<file path="src/rtl/if_id_queue.sv">
// ---------------------------------------------------------------------------
// if_id_queue
//   RV32I fetch/decode front end. Instruction-memory returns are buffered in a
//   DEPTH-entry FIFO so decode stalls do not back-pressure the memory port
//   combinationally. The head of the FIFO is decoded combinationally and
//   captured in a registered decode stage that feeds execute.
//
// Ports
//   clk, reset          clock (rising edge), asynchronous active-high reset
//   fetch_valid/pc/inst instruction-memory return
//   fetch_ready         queue has a free entry (depends on occupancy only)
//   flush               discard queue contents and the decode register
//   stall               execute is not accepting; hold the decode register
//   dec_*               registered decode outputs
//   queue_count         current FIFO occupancy
//   exception           sticky fault: illegal instruction or misaligned pc
// ---------------------------------------------------------------------------
module if_id_queue #(
    parameter logic [31:0] RESET = 32'h0000_0000,
    parameter int          DEPTH = 4,
    parameter int          CNT_W = $clog2(DEPTH) + 1
) (
    input  logic             clk,
    input  logic             reset,
    input  logic             fetch_valid,
    input  logic [31:0]      fetch_pc,
    input  logic [31:0]      fetch_inst,
    output logic             fetch_ready,
    input  logic             flush,
    input  logic             stall,
    output logic             dec_valid,
    output logic [31:0]      dec_pc,
    output logic [31:0]      dec_inst,
    output logic [31:0]      dec_imm,
    output logic [4:0]       dec_rs1,
    output logic [4:0]       dec_rs2,
    output logic [4:0]       dec_rd,
    output logic [2:0]       dec_func3,
    output logic             dec_subtype,
    output logic [9:0]       dec_class,
    output logic             dec_imm_sel,
    output logic [CNT_W-1:0] queue_count,
    output logic             exception
);

    localparam int               PTR_W      = $clog2(DEPTH);
    localparam logic [CNT_W-1:0] FULL_COUNT = CNT_W'(DEPTH);

    // One-hot instruction classes, MSB first: auipc .. illegal
    localparam logic [9:0] CLS_AUIPC   = 10'b10_0000_0000;
    localparam logic [9:0] CLS_LUI     = 10'b01_0000_0000;
    localparam logic [9:0] CLS_JAL     = 10'b00_1000_0000;
    localparam logic [9:0] CLS_JALR    = 10'b00_0100_0000;
    localparam logic [9:0] CLS_BRANCH  = 10'b00_0010_0000;
    localparam logic [9:0] CLS_LOAD    = 10'b00_0001_0000;
    localparam logic [9:0] CLS_STORE   = 10'b00_0000_1000;
    localparam logic [9:0] CLS_ARITHI  = 10'b00_0000_0100;
    localparam logic [9:0] CLS_ARITHR  = 10'b00_0000_0010;
    localparam logic [9:0] CLS_ILLEGAL = 10'b00_0000_0001;

    localparam logic [31:0] NOP_INST = 32'h0000_0013;

    // ------------------------------------------------------------------
    // Instruction queue
    // ------------------------------------------------------------------
    logic [31:0]      pc_mem   [DEPTH];
    logic [31:0]      inst_mem [DEPTH];
    logic [PTR_W-1:0] wr_ptr_reg;
    logic [PTR_W-1:0] rd_ptr_reg;
    logic [CNT_W-1:0] count_reg;

    logic push;
    logic pop;
    logic q_empty;

    // Ready is a pure function of occupancy: a word can only be accepted
    // into a free slot, never into one vacated by a same-cycle pop.
    assign fetch_ready = (count_reg < FULL_COUNT);
    assign q_empty     = (count_reg == '0);
    assign push        = fetch_valid & fetch_ready & ~flush;
    assign pop         = ~q_empty & (~dec_valid | ~stall) & ~flush;
    assign queue_count = count_reg;

    // Storage carries no reset; validity is tracked by the pointers/count.
    always_ff @(posedge clk) begin
        if (push) begin
            pc_mem[wr_ptr_reg]   <= fetch_pc;
            inst_mem[wr_ptr_reg] <= fetch_inst;
        end
    end

    always_ff @(posedge clk or posedge reset) begin
        if (reset) begin
            wr_ptr_reg <= '0;
            rd_ptr_reg <= '0;
            count_reg  <= '0;
        end else if (flush) begin
            wr_ptr_reg <= '0;
            rd_ptr_reg <= '0;
            count_reg  <= '0;
        end else begin
            // DEPTH is a power of two, so pointer overflow is the wrap.
            if (push) begin
                wr_ptr_reg <= wr_ptr_reg + PTR_W'(1);
            end
            if (pop) begin
                rd_ptr_reg <= rd_ptr_reg + PTR_W'(1);
            end
            case ({push, pop})
                2'b10:   count_reg <= count_reg + CNT_W'(1);
                2'b01:   count_reg <= count_reg - CNT_W'(1);
                default: count_reg <= count_reg;
            endcase
        end
    end

    // ------------------------------------------------------------------
    // Combinational decode of the queue head
    // ------------------------------------------------------------------
    logic [31:0] head_pc;
    logic [31:0] head_inst;
    logic [31:0] imm_i;
    logic [31:0] imm_shamt;
    logic [31:0] imm_s;
    logic [31:0] imm_b;
    logic [31:0] imm_u;
    logic [31:0] imm_j;
    logic [31:0] imm_next;
    logic [9:0]  class_next;
    logic        imm_sel_next;
    logic        subtype_next;
    logic        fault_next;

    assign head_pc   = pc_mem[rd_ptr_reg];
    assign head_inst = inst_mem[rd_ptr_reg];

    assign imm_i     = {{20{head_inst[31]}}, head_inst[31:20]};
    assign imm_shamt = {27'd0, head_inst[24:20]};
    assign imm_s     = {{20{head_inst[31]}}, head_inst[31:25], head_inst[11:7]};
    assign imm_b     = {{19{head_inst[31]}}, head_inst[31], head_inst[7],
                        head_inst[30:25], head_inst[11:8], 1'b0};
    assign imm_u     = {head_inst[31:12], 12'h000};
    assign imm_j     = {{11{head_inst[31]}}, head_inst[31], head_inst[19:12],
                        head_inst[20], head_inst[30:21], 1'b0};

    always_comb begin
        class_next = CLS_ILLEGAL;
        imm_next   = '0;
        if (head_inst[1:0] == 2'b11) begin
            case (head_inst[6:2])
                5'b00101: begin class_next = CLS_AUIPC;  imm_next = imm_u; end
                5'b01101: begin class_next = CLS_LUI;    imm_next = imm_u; end
                5'b11011: begin class_next = CLS_JAL;    imm_next = imm_j; end
                5'b11001: begin class_next = CLS_JALR;   imm_next = imm_i; end
                5'b11000: begin class_next = CLS_BRANCH; imm_next = imm_b; end
                5'b00000: begin class_next = CLS_LOAD;   imm_next = imm_i; end
                5'b01000: begin class_next = CLS_STORE;  imm_next = imm_s; end
                5'b00100: begin
                    class_next = CLS_ARITHI;
                    // Shifts (func3 001/101) carry a 5-bit shamt; inst[30]
                    // selects SRAI and must not leak into the immediate.
                    imm_next   = (head_inst[13:12] == 2'b01) ? imm_shamt : imm_i;
                end
                5'b01100: begin class_next = CLS_ARITHR; imm_next = '0; end
                default:  begin class_next = CLS_ILLEGAL; imm_next = '0; end
            endcase
        end
    end

    assign imm_sel_next = |(class_next & (CLS_JALR | CLS_LOAD | CLS_ARITHI));
    // ADDI has no subtype; inst[30] there is immediate bit 10, not SUB.
    assign subtype_next = head_inst[30]
                        & ~((class_next == CLS_ARITHI) && (head_inst[14:12] == 3'b000));
    assign fault_next   = class_next[0] | (head_pc[1:0] != 2'b00);

    // ------------------------------------------------------------------
    // Decode register
    // ------------------------------------------------------------------
    always_ff @(posedge clk or posedge reset) begin
        if (reset) begin
            dec_valid   <= 1'b0;
            dec_pc      <= RESET;
            dec_inst    <= NOP_INST;
            dec_imm     <= '0;
            dec_rs1     <= '0;
            dec_rs2     <= '0;
            dec_rd      <= '0;
            dec_func3   <= '0;
            dec_subtype <= 1'b0;
            dec_class   <= '0;
            dec_imm_sel <= 1'b0;
            exception   <= 1'b0;
        end else if (flush) begin
            // Payload is kept; only the valid flag is dropped.
            dec_valid <= 1'b0;
        end else if (pop) begin
            dec_valid   <= 1'b1;
            dec_pc      <= head_pc;
            dec_inst    <= head_inst;
            dec_imm     <= imm_next;
            dec_rs1     <= head_inst[19:15];
            dec_rs2     <= head_inst[24:20];
            dec_rd      <= head_inst[11:7];
            dec_func3   <= head_inst[14:12];
            dec_subtype <= subtype_next;
            dec_class   <= class_next;
            dec_imm_sel <= imm_sel_next;
            if (fault_next) begin
                exception <= 1'b1;
            end
        end else if (!stall) begin
            // Not stalled and nothing to pop: the queue is empty.
            dec_valid <= 1'b0;
        end
    end

endmodule

</file>
<file path="config.mk">
export PLATFORM = sky130hd
export DESIGN_NAME = if_id_queue
export DESIGN_NICKNAME = d
export VERILOG_FILES = /design/src/rtl/if_id_queue.sv
export SDC_FILE = /design/constraint.sdc
export NUM_CORES = 1
export LEC_CHECK = 0
export BUFFER_PORTS_ARGS = -buffer_cell sky130_fd_sc_hd__buf_2
export CAP_MARGIN = 0
export CORE_MARGIN = 1.5
export CORE_UTILIZATION = 57
export CTS_BUF_LIST = sky130_fd_sc_hd__clkbuf_8 sky130_fd_sc_hd__clkbuf_16
export CTS_CLUSTER_SIZE = 14
export DETAILED_ROUTE_END_ITERATION = 10
export GPL_TIMING_DRIVEN = 0
export PLACE_DENSITY_LB_ADDON = 0.08
export RECOVER_POWER = 100
export SETUP_SLACK_MARGIN = 0.02
export SYNTH_ARGS = -nofsm -noshare
export SYNTH_HDL_FRONTEND = slang
export SYNTH_SLANG_ARGS = --single-unit
</file>
<file path="constraint.sdc">
create_clock -name clk -period 9.1 [get_ports clk]
set_input_delay 0.455 -clock clk [delete_from_list [all_inputs] [get_ports clk]]
set_output_delay 0.455 -clock clk [all_outputs]
set_load 0.05 [all_outputs]
</file>
After elaboration in Yosys (flattened, before gate mapping)
Memory sizes are Yosys's and may differ from the RTL's.
Cells that the tools add are included.
W data, S select, Z words.
{ "word_totals": {"register_bits": 135, "mem_bits_rw": 256, "output_inout_bits": 132, "word_cells": 77, "memories": 2} }
{ "classes": {"addsub": 4, "order_cmp": 1, "n_eq_ne": 14, "mux": 16, "bitwise_logic": 12, "reduce_logical": 13} }
{ "mem_list": {"columns": ["name", "depth", "width", "read_ports", "rd_ports_with_merged_regs", "wr", "line", "rtl"], "rows": [
  ["inst_mem", 4, 32, 1, 0, 1, "67", "logic [31:0] inst_mem [DEPTH];"],
  ["pc_mem", 4, 32, 1, 0, 1, "66", "logic [31:0] pc_mem [DEPTH];"]
]} }
{ "op_table": {"columns": ["cell", "count"], "rows": [
  ["$pmux W32 S6", 1],
  ["$pmux W10 S9", 1],
  ["$mux W32", 2],
  ["$eq A5 B4 Y1 const B", 3],
  ["$eq A5 B5 Y1 const B", 3],
  ["$eq A10 B3 Y1 const B", 1],
  ["$eq A5 B3 Y1 const B", 2],
  ["$mux W10", 1],
  ["$mux W2", 4],
  ["$logic_not A3 Y1", 2],
  ["$pmux W3 S2", 1],
  ["$reduce_bool A2 Y1", 3],
  ["$and A1 B1 Y1", 5],
  ["$logic_not A5 Y1", 1],
  ["$mux W1", 5],
  ["$not A1 Y1", 5],
  ["$add A2 B1 Y2 const B", 2],
  ["$eq A2 B1 Y1 const B", 2],
  ["$eq A2 B2 Y1 const B", 2],
  ["$reduce_or A2 Y1", 2],
  ["$add A3 B1 Y3 const B", 1],
  ["$lt A3 B3 Y1 const B", 1],
  ["$mux W3", 1],
  ["$ne A3 B2 Y1 const B", 1],
  ["other kinds (7)", 8]
]} }

Longest topological paths before layout
An unclocked memory read counts as a cell.
{ "logic_depth": {"depth_word": 8, "mapped_depth": 11, "ltp_nobuf": 7} }

Least setup slack after synthesis
OpenSTA, ideal clock, no wires.
{ "synth_timing": {"path_type": "reg-to-reg", "start": "register count_reg[2], in the netlist queue_count[2]", "end": "memory inst_mem[0][0], enable pin", "setup_time_ps": 429, "arrival_ps": 2526, "t_required_ps": 8671, "setup_slack_ps": 6145, "path_stages_with_launch": 4, "path_buffers": 1, "synth_period_minus_slack_ps": 2955, "cell_sequence": "dfrtp_1 -> clkbuf_1 -> nor2_1 -> and3_1"} }
{ "synth_via": {"elab_chain_len": 5} }
{ "synth_lines": {"columns": ["item", "line", "rtl"], "rows": [
  ["start, declared", "70", "logic [CNT_W-1:0] count_reg;"],
  ["start signal, assigned", "110", "2'b10: count_reg <= count_reg + CNT_W'(1);"],
  ["start signal, assigned", "111", "2'b01: count_reg <= count_reg - CNT_W'(1);"],
  ["start signal, assigned", "112", "default: count_reg <= count_reg;"],
  ["$lt A3 B3 Y1", "78", "assign fetch_ready = (count_reg < FULL_COUNT);"],
  ["$and A1 B1 Y1 (2 in a row)", "80", "assign push = fetch_valid & fetch_ready & ~flush;"],
  ["$mux W1", "86", "if (push) begin"],
  ["$mux W1 (implied by the code)", "88", "inst_mem[wr_ptr_reg] <= fetch_inst;"],
  ["end, declared", "67", null]
]} }
No other way between the ends.

Final worst setup path
{ "layout_timing": {"start": "register count_reg[2], in the netlist queue_count[2]", "end": "memory inst_mem[2][16], enable pin"} }
Same word-level chain as after synthesis.

==> impl_metrics.env <==
export IMPL_max_slew_worst_pin_slew_ns=3.605
export IMPL_first_global_vias=8427
export IMPL_initial_core_util=0.5844
export IMPL_criticalPathCategory="reg2reg"
export IMPL_internal_power_mw=3.540
export IMPL_postSynthNetCount=950
export IMPL_hpwlAfterDp_um=19890
export IMPL_vdd_ir_drop_worst_mv=0.2348
export IMPL_use_met1=0.3447
export IMPL_via_density=5.623
export IMPL_critPathLaunchType="flop"
export IMPL_slew_violations=245
export IMPL_cts_root_to_sink_buffers=3
export IMPL_netlist_area_before_placement_mm2=0.01430
export IMPL_grt_antenna_before_repair=2
export IMPL_clock_skew_ns=0.01350
export IMPL_grt_util_all_layers=0.2479
export IMPL_post_route_min_period_ns=4.424
export IMPL_net_count_of_the_finished_layout=1195
export IMPL_power_switching_fraction=0.3869
export IMPL_groute_layer_met3_usage=0.04751
export IMPL_detailedRoute_firstIterationViolations=679
export IMPL_static_leakage_power_nw=6.164
export IMPL_numPortBuffers=199
export IMPL_critical_path_peak_fanout=55
export IMPL_die_width_um=161.4
export IMPL_timing_final_crit_share=0.4862
export IMPL_largestRegisters="inst_mem: 128 flops, pc_mem: 128 flops"
export IMPL_comb_power_share=0.342
export IMPL_post_synth_and_or_nand_nor_area_fraction=0.07290
export IMPL_die_area_mm2=0.02604
export IMPL_power_per_cell_area_mw_per_mm2=344.4
export IMPL_final_cell_mix="sky130_fd_sc_hd__edfxtp_1, sky130_fd_sc_hd__clkbuf_1, sky130_fd_sc_hd__nand2_1"
export IMPL_area_growth_synth_to_final_pct=17.28
export IMPL_clkSinkCount=373
export IMPL_ys_flop_type="sky130_fd_sc_hd__edfxtp_1"
export IMPL_cell_row_count=57
export IMPL_cts_tree="built"
export IMPL_vias=8300
export IMPL_achievable_frequency_mhz=226.0
export IMPL_clock_power_share=0.273
export IMPL_global_route_wire_length_before_repair_um=48330
export IMPL_synth_sequential_area_ratio=0.7428
export IMPL_whs_ns=0.1883
export IMPL_violations="max-capacitance violations, max-slew violations"
export IMPL_synth_compound_area_share=0.04560
export IMPL_synth_mux_area_fraction=0.1023
export IMPL_synth_lib_cells_used_distinct=54
export IMPL_sum_neg_setup_slack_ns=0
export IMPL_synth_adder_area_share=0.004901
export IMPL_relSlewSlack=-1.403
export IMPL_cts_clock_pin_slew_for_the_worst_setup_and_hold_paths_ns=0.06
export IMPL_rsz0062_at_grt="no"
export IMPL_design_core_area_mm2=0.02446
export IMPL_finalSetupViolations=0
export IMPL_synth_top_family_by_area="multiplexers"
export IMPL_clk_root_buffer_cell="sky130_fd_sc_hd__clkbuf_16"
export IMPL_post_synth_inst_count=876
export IMPL_ys_ff_latch=373
export IMPL_route_detailed_wl_per_inst_um=21.21
export IMPL_worst_endpoint_required_ns=9.15
export IMPL_drt_pass1_iterations=5
export IMPL_arrival_ns=4.47
export IMPL_syn_avg_cell_area_um2=16.32
export IMPL_numCtsBuffers=38
export IMPL_die_y_um=161.4
export IMPL_drt_antenna_violating_nets=0
export IMPL_place_gp_congestion=0.8644
export IMPL_worst_skew_pair_later_pin_latency_ns=0.53
export IMPL_power_sequential_fraction=0.385
export IMPL_grt_use_met2=0.4038
export IMPL_gr_total_overflow=0
export IMPL_finalHoldViolCount=0
export IMPL_synth_xor_area_share=0.003063
export IMPL_maxCapViolCount=5
export IMPL_drc=0
export IMPL_cts_resized=0
export IMPL_busiest_layer="met2"
export IMPL_maximum_number_of_pins_on_one_net_before_global_route_repair=75
export IMPL_yosys_warnings=0
export IMPL_io_pin_count=201
export IMPL_min_delay_path_class="in2reg"
export IMPL_h_tree_depth=2
export IMPL_total_switching_power_mw=2.234
export IMPL_asyncSetResetFlopFracSynth=0.3137
export IMPL_outcome="finished with violations"
export IMPL_synth_enable_flop_cells=256
export IMPL_reg2reg_setup_slack_ns=4.68
export IMPL_layout_commonest_cell="sky130_fd_sc_hd__edfxtp_1"
export IMPL_drt_total_wl_um=31300
export IMPL_cp_end_kind="flop"
export IMPL_layout_drive_gt1_share=0.1355
==> cell type report <==
type | instances | area (um^2)
flip-flops and latches | 373 | 10620
inverters | 15 | 57.56
fillers | 1809 | 7696
clock buffers | 47 | 1109
multi-input cells | 424 | 3261
plain buffers | 64 | 325.3
clock inverters | 23 | 185.2
well taps | 324 | 405.4
diodes | 1 | 2.502
repair buffers | 205 | 802.0
==> final timing paths <==
| kind | startpoint | endpoint | cells past startpoint |
|---|---|---|---|
| setup / recovery | queue_count[2]$_DFFE_PP0P_ | inst_mem[2][16]$_DFFE_PP_ | 4 |
| hold / removal | fetch_inst[29] | inst_mem[1][29]$_DFFE_PP_ | 1 |
| setup reg to reg | queue_count[2]$_DFFE_PP0P_ | inst_mem[2][16]$_DFFE_PP_ | 4 |
| hold reg to reg | dec_inst[1]$_DFFE_PP1P_ | dec_inst[1]$_DFFE_PP1P_ | 2 |
| max in group asynchronous | reset | dec_inst[4]$_DFFE_PP1P_ | 4 |
| min in group asynchronous | reset | dec_inst[8]$_DFFE_PP0P_ | 3 |
==> metal layers <==
metal	part of all wire	wire, um
met1	0.41	12920
met2	0.49	15190
met4	0.026	811
met5	0.00042	13
met3	0.076	2366
==> cells in the mapped netlist, drive strengths merged, types with 2 or more instances <==
master	n	area [um^2]
o31ai	3	22.52
nand2	206	773.2
edfxtp	256	7687
o21ai	37	185.2
a22o	2	17.52
or3	2	12.51
o41ai	3	33.79
mux4	64	1441
a32oi	4	35.03
a21o	4	30.03
nor3	4	20.02
nor4	2	18.77
and3	4	25.02
xnor2	3	26.28
a21oi	8	40.04
a32o	6	60.06
inv	15	56.30
o221ai	5	43.79
a22oi	18	135.1
xor2	2	17.52
buf	35	241.5
dfstp	3	78.83
or2	4	25.03
clkbuf	29	108.9
nor2	14	52.55
dfrtp	114	2853
nand3	2	10.01
nand2b	4	32.53
ha	4	50.05
nor2b	4	25.02
==> worst max-delay path, stage by stage, from the launching register on <==
cell	delay, ns
sky130_fd_sc_hd__dfrtp_1	0.38
sky130_fd_sc_hd__clkbuf_1	0.19
sky130_fd_sc_hd__nor2_1	0.23
sky130_fd_sc_hd__and3_1	0.54
sky130_fd_sc_hd__clkbuf_1	2.58
==> per-stage QoR <==
step	worst slack (ns)	total power, mW	cells	cell area (um^2)	util
global placement	3.859	4.278	1399	15700	0.6417
finish	4.676	5.774	1476	16770	0.6854
global route	4.252	6.025	1475	16760	0.6853
floorplan	5.549	3.761	876	14300	-
detailed placement	5.380	4.311	1404	15860	0.6484
CTS	5.366	5.883	1475	17160	0.7017
==> what timing repair did <==
item	CTS	global route
endpoints found under the hold margin	17	0
hold buffers	1	0
setup buffers	0	0
==> power by group through the flow <==
stage | Combinational [mW] | Sequential (mW) | Clock (mW)
6_report | 1.97 | 2.23 | 1.57
5_1_grt | 2.10 | 2.25 | 1.67
4_1_cts | 2.07 | 2.21 | 1.60
3_5_place_dp | 2.07 | 2.24 | 0
3_3_place_gp | 2.03 | 2.25 | 0
2_1_floorplan | 0.956 | 2.80 | 0
==> cell families after synthesis <==
logic type,count (synthesis)
simple gates,252
mux,66
flops,373
fa+ha+maj,5
buf+inv,79
compound gates,96
xor+xnor,5
No activity file was read; power rests on OpenSTA's default activity.
